==> src/rtl/uart_program_loader.sv <==
// uart_program_loader
//
// Receives 8N1 bytes from the programmer UART while programmer_mode_i is high,
// packs them little-endian into 32-bit words and writes them sequentially into
// instruction memory from word address 0. The CPU is held in reset for the
// whole download session, including the final flush of a partial word.
//
// Ports:
//   clk, rst            core clock, synchronous active-high reset
//   programmer_mode_i   level, high = download session active
//   uart_rx_i           asynchronous UART line, idle high
//   mem_we_o            write request, held until mem_ready_i accepts it
//   mem_ready_i         write accepted on a cycle with mem_we_o && mem_ready_i
//   mem_addr_o          word address of the pending write
//   mem_wdata_o         word data of the pending write
//   core_reset_o        holds the CPU in reset while a session is live
//   busy_o              session live or a write still pending
//   frame_err_o         one-cycle pulse on a bad stop bit
//   overflow_o          sticky, a word was dropped behind a pending write
//   checksum_o          running sum of accepted words
//
// Build option: define PROG_LOADER_CHECKSUM_EN to enable the checksum adder;
// without it checksum_o is tied to zero.
//
// RX FSM
//   state    | meaning
//   RX_IDLE  | line idle, waiting for a low level
//   RX_START | half-bit wait, then confirm the start bit
//   RX_DATA  | sampling 8 data bits, LSB first
//   RX_STOP  | sampling the stop bit
//
// Session FSM
//   state    | meaning
//   SS_OFF   | no download, CPU released
//   SS_LOAD  | download active, bytes accepted
//   SS_FLUSH | mode dropped, writing partial word and draining the pending write

module uart_program_loader #(
  parameter int CLK_FREQ_HZ = 50_000_000,
  parameter int BAUD_RATE   = 9600,
  parameter int ADDR_WIDTH  = 12
) (
  input  logic                  clk,
  input  logic                  rst,
  input  logic                  programmer_mode_i,
  input  logic                  uart_rx_i,
  output logic                  mem_we_o,
  input  logic                  mem_ready_i,
  output logic [ADDR_WIDTH-1:0] mem_addr_o,
  output logic [31:0]           mem_wdata_o,
  output logic                  core_reset_o,
  output logic                  busy_o,
  output logic                  frame_err_o,
  output logic                  overflow_o,
  output logic [31:0]           checksum_o
);

  localparam int CPB = CLK_FREQ_HZ / BAUD_RATE;
  localparam int TW  = $clog2(CPB + 1);
  localparam logic [TW-1:0] TIMER_FULL = TW'(CPB - 1);
  localparam logic [TW-1:0] TIMER_HALF = TW'(CPB / 2 - 1);

  localparam logic [1:0] RX_IDLE  = 2'd0;
  localparam logic [1:0] RX_START = 2'd1;
  localparam logic [1:0] RX_DATA  = 2'd2;
  localparam logic [1:0] RX_STOP  = 2'd3;

  localparam logic [1:0] SS_OFF   = 2'd0;
  localparam logic [1:0] SS_LOAD  = 2'd1;
  localparam logic [1:0] SS_FLUSH = 2'd2;

  logic          rx_meta, rx_sync;
  logic [1:0]    rx_state;
  logic [TW-1:0] timer;
  logic [2:0]    bit_cnt;
  logic [7:0]    shift;
  logic          byte_valid;

  logic [1:0]    sess_state;
  logic          mode_q;
  logic [1:0]    byte_idx;
  logic [31:0]   word_buf;

  logic          mode_rise, byte_take, accept, can_load;
  logic          full_done, flush_load, word_load;
  logic [31:0]   word_next;

  // Timer counts down to zero; a sample is taken on the terminal count.
  always_ff @(posedge clk) begin
    if (rst) begin
      rx_meta     <= 1'b1;
      rx_sync     <= 1'b1;
      rx_state    <= RX_IDLE;
      timer       <= '0;
      bit_cnt     <= '0;
      shift       <= '0;
      byte_valid  <= 1'b0;
      frame_err_o <= 1'b0;
    end else begin
      rx_meta     <= uart_rx_i;
      rx_sync     <= rx_meta;
      byte_valid  <= 1'b0;
      frame_err_o <= 1'b0;
      case (rx_state)
        RX_IDLE: begin
          if (!rx_sync) begin
            rx_state <= RX_START;
            timer    <= TIMER_HALF;
          end
        end
        RX_START: begin
          if (timer == '0) begin
            if (rx_sync) begin
              rx_state <= RX_IDLE;
            end else begin
              rx_state <= RX_DATA;
              timer    <= TIMER_FULL;
              bit_cnt  <= '0;
            end
          end else begin
            timer <= timer - 1'b1;
          end
        end
        RX_DATA: begin
          if (timer == '0) begin
            shift <= {rx_sync, shift[7:1]};
            timer <= TIMER_FULL;
            if (bit_cnt == 3'd7) rx_state <= RX_STOP;
            else bit_cnt <= bit_cnt + 1'b1;
          end else begin
            timer <= timer - 1'b1;
          end
        end
        default: begin
          if (timer == '0) begin
            rx_state <= RX_IDLE;
            if (rx_sync) byte_valid <= 1'b1;
            else frame_err_o <= 1'b1;
          end else begin
            timer <= timer - 1'b1;
          end
        end
      endcase
    end
  end

  assign mode_rise  = programmer_mode_i && !mode_q;
  assign byte_take  = byte_valid && programmer_mode_i && (sess_state == SS_LOAD);
  assign accept     = mem_we_o && mem_ready_i;
  // The holding register is free if empty or being accepted this cycle.
  assign can_load   = !mem_we_o || mem_ready_i;
  assign full_done  = byte_take && (byte_idx == 2'd3);
  // A partial word waits for the holding register instead of overflowing.
  assign flush_load = (sess_state == SS_FLUSH) && (byte_idx != 2'd0) && can_load;
  assign word_load  = (full_done && can_load) || flush_load;
  // word_buf upper bytes are kept zero, which gives the flush padding for free.
  assign word_next  = full_done ? {shift, word_buf[23:0]} : word_buf;

  always_ff @(posedge clk) begin
    if (rst) begin
      mode_q      <= 1'b0;
      sess_state  <= SS_OFF;
      byte_idx    <= '0;
      word_buf    <= '0;
      mem_we_o    <= 1'b0;
      mem_addr_o  <= '0;
      mem_wdata_o <= '0;
      overflow_o  <= 1'b0;
    end else begin
      mode_q <= programmer_mode_i;

      if (accept) mem_we_o <= 1'b0;
      if (word_load) begin
        mem_we_o    <= 1'b1;
        mem_wdata_o <= word_next;
      end
      if (full_done && !can_load) overflow_o <= 1'b1;

      if (mode_rise) mem_addr_o <= '0;
      else if (accept) mem_addr_o <= mem_addr_o + 1'b1;

      if (mode_rise) begin
        byte_idx <= '0;
        word_buf <= '0;
      end else if (byte_take) begin
        if (byte_idx == 2'd3) begin
          byte_idx <= '0;
          word_buf <= '0;
        end else begin
          word_buf[{byte_idx, 3'b000} +: 8] <= shift;
          byte_idx <= byte_idx + 1'b1;
        end
      end else if (flush_load) begin
        byte_idx <= '0;
        word_buf <= '0;
      end

      case (sess_state)
        SS_OFF:   if (mode_rise) sess_state <= SS_LOAD;
        SS_LOAD: begin
          // Nothing left to write: release the CPU without a flush cycle.
          if (!programmer_mode_i)
            sess_state <= (byte_idx == 2'd0 && can_load) ? SS_OFF : SS_FLUSH;
        end
        SS_FLUSH: if (byte_idx == 2'd0 && can_load) sess_state <= SS_OFF;
        default:  sess_state <= SS_OFF;
      endcase
    end
  end

  assign core_reset_o = (sess_state != SS_OFF);
  assign busy_o       = core_reset_o || mem_we_o;

`ifdef PROG_LOADER_CHECKSUM_EN
  always_ff @(posedge clk) begin
    if (rst) checksum_o <= '0;
    else if (mode_rise) checksum_o <= '0;
    else if (accept) checksum_o <= checksum_o + mem_wdata_o;
  end
`else
  assign checksum_o = '0;
`endif

endmodule

==> config.mk <==
export PLATFORM = sky130hd
export DESIGN_NAME = uart_program_loader
export DESIGN_NICKNAME = d
export VERILOG_FILES = /design/src/rtl/uart_program_loader.sv
export SDC_FILE = /design/constraint.sdc
export NUM_CORES = 1
export LEC_CHECK = 0
export ABC_AREA = 1
export CAP_MARGIN = 20
export CORE_MARGIN = 5
export CORE_UTILIZATION = 23
export DETAILED_ROUTE_END_ITERATION = 10
export HOLD_SLACK_MARGIN = 0.1
export MAX_ROUTING_LAYER = met4
export SLEW_MARGIN = 20
export SYNTH_ARGS = -nofsm -noshare
export SYNTH_HDL_FRONTEND = slang
export SYNTH_SLANG_ARGS = --single-unit
==> constraint.sdc <==
create_clock -name clk -period 5 [get_ports clk]
set_clock_uncertainty 0.15 [all_clocks]
set_input_delay 1 -clock clk [delete_from_list [all_inputs] [get_ports clk]]
set_output_delay 1 -clock clk [all_outputs]
set_load 0.05 [all_outputs]
==> out/results.txt, run 1 <==
Status - finished clean
Register area share after synthesis - 43.1%
Hold slack - 259 ps
GRT Residual Overflow - 0
Syn Inst Count - 723
Clk slew on worst S/H paths - 60 ps
#FFs+latches synth - 113
Final Cell Area - 6500 sq um
Crit Path Class - in -> reg
FFs w/ async S/R, synth - 0%
RSZ-0062 raised after global routing - no
Drt wl/cell - 11.6 um
Worst skew pair latency - 420 ps
Max-cap violation count - 0
Hold_buf cts - 0
CTS tree - yes
Vias in the first global route - 4401
Placed insts - 1041
Setup crit end kind - flip-flop
Max-slew headroom - 36.4%
Switching share of power - 34.2%
WL final - 12500 um
Pwr Density - 439 nW/um^2
CORE AREA - 22600 sq um
RePlAce Congestion - 0.807
Area after DPL - 5930 sq um
Vias per cell - 4.23
Design Power - 0.00285 W
WP data required - 5150 ps
Worst Path Max Fanout - 33
LEAKAGE - 2.65 nW
Post_cts resized - 0
Root Driver - clkbuf_16
Starting Density - 23.3%
Die X - 161 um
Setup TNS Final - 0 ps
Largest net degree at the start of global routing - 34
Gr usage total - 10.4%
Ys flop type - dfxtp_1
Flop pwr share - 34.6%
Initial antenna violation count - 0
Gate power share - 24.9%
Final hold vios - 0
Synth top cells by count - nor2_1, nand2_1, dfxtp_1, inv_1, o21ai_0
Vias - 4535
# Post-CTS Setup Buffers - 0
Warnings, synthesis - 0
Critical Path AT - 3210 ps
Port Buffer Count - 53
Worst Hold Class - reg -> reg
Top-area cell type share of the netlist area - 43.1%
Final Slew Violations - 0
Yosys top cell by area - dfxtp_1
Syn Std Cell Area - 5250 sq um
Clock share of power - 40.4%
FMAX - 327 MHz
Final Cycle Share - 61.2%
Crit path launch type - input port
Top Ports - 86
Switching pwr - 0.000976 W
Die area - 26000 sq um
Row Count - 55
Crit path time final - 3060 ps
Number of flops mapped to enable cells by yosys - 0
Final net count - 793
Die span in y - 161 um
Netlist cell types - 40
Post-route insts no fill - 1073
Least-Margin Pin Slew - 953 ps
ANT cells - 0
Starting DRT DRC Count - 321
Synth-to-layout area growth - 23.7%
First-pass GRT wire length - 21400 um
Final setup vio count - 0
# H-tree levels - 4
Antenna Nets Post-Route - 0
Peak supply drop - 0.221 mV
# clock sinks - 113
DRC - 0
Most common cell in the synthesized netlist - nor2_1
Int Pwr - 0.00188 W
Post-detail-place hpwl - 8970 um
Syn_area_per_cell - 7.26 sq um
CTS buffer count - 17
Area contributors post-synth - dfxtp_1, nor2_1, nand2_1
Worst-case clock buffer depth - 2
Initial DRT Pass Iterations - 4
Fraction of layout cells with a size suffix above 1 - 8.25%
[through the flow]
step                      setup slack, ps  util (%)
after floorplan                      2760         -
after global placement               1580      26.3
after detailed placement             1470      26.3
after CTS                            1900      28.8
after global routing                 1650      28.8
final                                1940      28.8
[critical path, stage by stage]
cell and delay, ps:
clkdlybuf4s50_1 600, nand3_2 170, nor2_2 120, nand2_1 50, nand2_1 540, inv_2 450, nor2_1 200, nor2_1 60
[cells in the final DEF, fill, tap and decap left out, types with 5 or more instances in the layout]
cell type,n
nand3_1,38
nand2_1,125
nand4_1,7
clkdlybuf4s50_1,53
ha_1,13
nor2_1,139
dfxtp_1,113
inv_1,61
nor3_1,11
o21ai_0,60
clkbuf_16,17
conb_1,32
a21oi_1,49
xor2_1,5
or2_2,5
[cells by family after synthesis]
kind of cell    after synthesis  synth area share (%)
compound gates              125                  12.8
xor+xnor                      6                  1.00
fa+ha+maj                    13                  3.10
buf+inv                     120                  11.4
flops                       113                  43.1
other cells                   1                0.0714
simple gates                345                  28.6
[registers in the layout (all words and copies together) (netlist names), 2 cells and up]
name,flops
sess_state,2
word_buf,32
timer,13
byte_idx,2
mem_wdata_o,32
mem_addr_o,12
shift,8
rx_state,2
bit_cnt,3
[layout make-up]
type | instances | area, sq um
Tap cell | 285 | 357
Sequential cell | 113 | 2260
Inverter | 66 | 248
Clock inverter | 14 | 130
Timing Repair Buffer | 56 | 553
Multi-Input combinational cell | 521 | 2510
Fill cell | 2449 | 16100
Clock buffer | 18 | 439
[metal layers]
layer | routed length [um] | global-route usage [%] | up-vias
met5 | 0 | - | -
met4 | 271 | 4.58 | 0
met3 | 572 | 2.81 | 18
met2 | 5460 | 15.4 | 103
met1 | 6190 | 13.4 | 2046
li1 | - | - | 2368
[power groups by stage]
stage	registers (W)	clock network, W	logic, W
2_1_floorplan	0.000996	0	0.000633
3_3_place_gp	0.00101	0	0.000709
3_5_place_dp	0.00101	0	0.000717
4_1_cts	0.000989	0.00117	0.000721
5_1_grt	0.000994	0.00122	0.000829
6_report	0.000988	0.00115	0.000711
[final timing paths]
check	from	to	slack, ps	cells after the start
worst min-delay path	rx_meta	rx_sync	260	1
worst min register to register	rx_meta	rx_sync	260	1
worst max-delay path	programmer_mode_i	mem_wdata_o[27]	1940	8
worst max register to register	byte_idx[0]	mem_wdata_o[27]	2300	8
Note: power is estimated with default switching activity, not from simulation.
==> run 2: changes to the inputs <==
clock period = 2.6 ns   (was 5 ns; I/O delays follow)
==> run 2 against run 1 <==
  * Sequential cell count is the same
  * Global-route usage decreased by 0.63 points
  * First-iteration DRC count decreased by 5.3%
  * Critical endpoint is now busy_o
  * Critical path depth down 5
  * Highest routed layer unchanged
  * Critical path type is now reg -> out
  * Worst hold slack got worse by 2.6 ps
  * Worst setup slack lost 1900 ps
  * Core utilization increased by 0.33 points
==> out/results.txt, run 2 (same netlist as run 1, synthesis figures left out) <==
ANT cells - 0 (unchanged)
Largest net degree at the start of global routing - 53 (was 34)
Worst Path Max Fanout - 5 (was 33)
Switching pwr - 0.00183 W (was 0.000976 W)
Clock share of power - 40.9% (was 40.4%)
Post-place setup slack - 301 ps (was 1470 ps)
R2r setup slk - 440 ps (was 2300 ps)
Crit Path Class - reg -> out (was in -> reg)
WP data required - 1930 ps (was 5150 ps)
WL final - 12200 um (was 12500 um)
Row Count - 55 (unchanged)
DRC - 0 (unchanged)
Vias in the first global route - 4140 (was 4401)
Int Pwr - 0.00374 W (was 0.00188 W)
Top Ports - 86 (unchanged)
Post_cts resized - 0 (unchanged)
Register area - 2260 sq um (unchanged)
Worst-case clock buffer depth - 2 (unchanged)
Gate power share - 25.1% (was 24.9%)
Hold slack - 257 ps (was 259 ps)
Switching share of power - 32.9% (was 34.2%)
RSZ-0062 raised after global routing - no (unchanged)
Biggest regs - mem_wdata_o: 32 flops, word_buf: 32 flops, timer: 13 flops (unchanged)
LEAKAGE - 2.68 nW (was 2.65 nW)
Vias - 4470 (was 4535)
Crit path launch type - flip-flop (was input port)
Drt wl/cell - 11.3 um (was 11.6 um)
Max-cap violation count - 0 (unchanged)
Most frequent cells in the layout - nor2_1, nand2_1, dfxtp_1 (unchanged)
Setup TNS Final - 0 ps (unchanged)
Peak supply drop - 0.430 mV (was 0.221 mV)
Critical Path AT - 1850 ps (was 3210 ps)
Final setup vio count - 0 (unchanged)
Multi-input gate area - 2510 sq um (unchanged)
CORE AREA - 22600 sq um (unchanged)
Initial antenna violation count - 0 (unchanged)
Max-slew headroom - 63.7% (was 36.4%)
Least-Margin Pin Slew - 543 ps (was 953 ps)
Hold_buf cts - 0 (unchanged)
Fraction of layout cells with a size suffix above 1 - 8.46% (was 8.25%)
Gr usage total - 9.79% (was 10.4%)
Commonest non-fill, non-tap cell in the layout - nor2_1 (unchanged)
Area after DPL - 5990 sq um (was 5930 sq um)
Starting DRT DRC Count - 304 (was 321)
Starting Density - 23.3% (unchanged)
Final setup margin - 83.4 ps (was 1940 ps)
Final Slew Violations - 0 (unchanged)
Root Driver - clkbuf_16 (unchanged)
FMAX - 397 MHz
Status - finished clean (unchanged)
RePlAce Congestion - 0.829 (was 0.807)
CTS tree - yes (unchanged)
Vias per cell - 4.15 (was 4.23)
Antenna Nets Post-Route - 0 (unchanged)
Die X - 161 um (unchanged)
Port Buffer Count - 53 (unchanged)
# Post-CTS Setup Buffers - 0 (unchanged)
Filler Cells Inserted - 2414 (was 2449)
CTS buffer count - 17 (unchanged)
Final hold vios - 0 (unchanged)
Final Cell Area - 6570 sq um (was 6500 sq um)
Clk slew on worst S/H paths - 50 ps (was 60 ps)
Die area - 26000 sq um (unchanged)
Crit path time final - 2520 ps
Flop pwr share - 34.1% (was 34.6%)
Final Cycle Share - 96.8%
Setup crit end kind - output port (was flip-flop)
Die span in y - 161 um (unchanged)
Post-detail-place hpwl - 8700 um (was 8970 um)
Initial DRT Pass Iterations - 5 (was 4)
Worst Hold Class - reg -> reg (unchanged)
Pwr Density - 848 nW/um^2 (was 439 nW/um^2)
Synth-to-layout area growth - 25.2% (was 23.7%)
Worst skew pair latency - 410 ps (was 420 ps)
# H-tree levels - 4 (unchanged)
GRT Residual Overflow - 0 (unchanged)
Final net count - 798 (was 793)
# clock sinks - 113 (unchanged)
First-pass GRT wire length - 20200 um (was 21400 um)
[run 2: final timing paths]
check,from,to,cells after the start
hold / removal,rx_meta,rx_sync,1
setup / recovery,sess_state[1],busy_o,3
hold reg to reg,rx_meta,rx_sync,1
setup reg to reg,byte_idx[0],word_buf[1],6
[run 2: metrics by stage]
step	total power, W	utilization, %	instances
6_report	0.00557	29.1	1077
5_1_grt	0.00590	29.1	1077
4_1_cts	0.00563	29.1	1077
3_5_place_dp	0.00332	26.5	1046
3_3_place_gp	0.00331	26.5	1046
2_1_floorplan	0.00313	-	754
[run 2: layout make-up]
class | instances | area share (%)
clock buffers | 22 | 7.21
flip-flops and latches | 113 | 34.4
inverters | 66 | 3.77
multi-input cells | 521 | 38.2
clock inverters | 9 | 1.64
repair buffers | 61 | 9.37
well taps | 285 | 5.43
[run 2: critical path, stage by stage (launching register included)]
cell and delay [ps]:
dfxtp_1 450, nor2_1 120, nand2_1 70, clkdlybuf4s50_1 800
[run 2: routing by layer]
metal	global-route usage [%]	up-vias	part of all wire [%]
met5	-	-	0
met4	3.53	0	1.1
met3	2.86	10	4.7
met2	14.3	120	42
met1	12.9	1964	52
li1	-	2376	-
[run 2: power by group through the flow]
stage	Combinational [W]	Clock, W	Sequential (W)
floorplan	0.00122	0	0.00192
global placement	0.00138	0	0.00193
detailed placement	0.00139	0	0.00193
CTS	0.00140	0.00233	0.00190
global route	0.00160	0.00239	0.00191
finish	0.00140	0.00228	0.00190
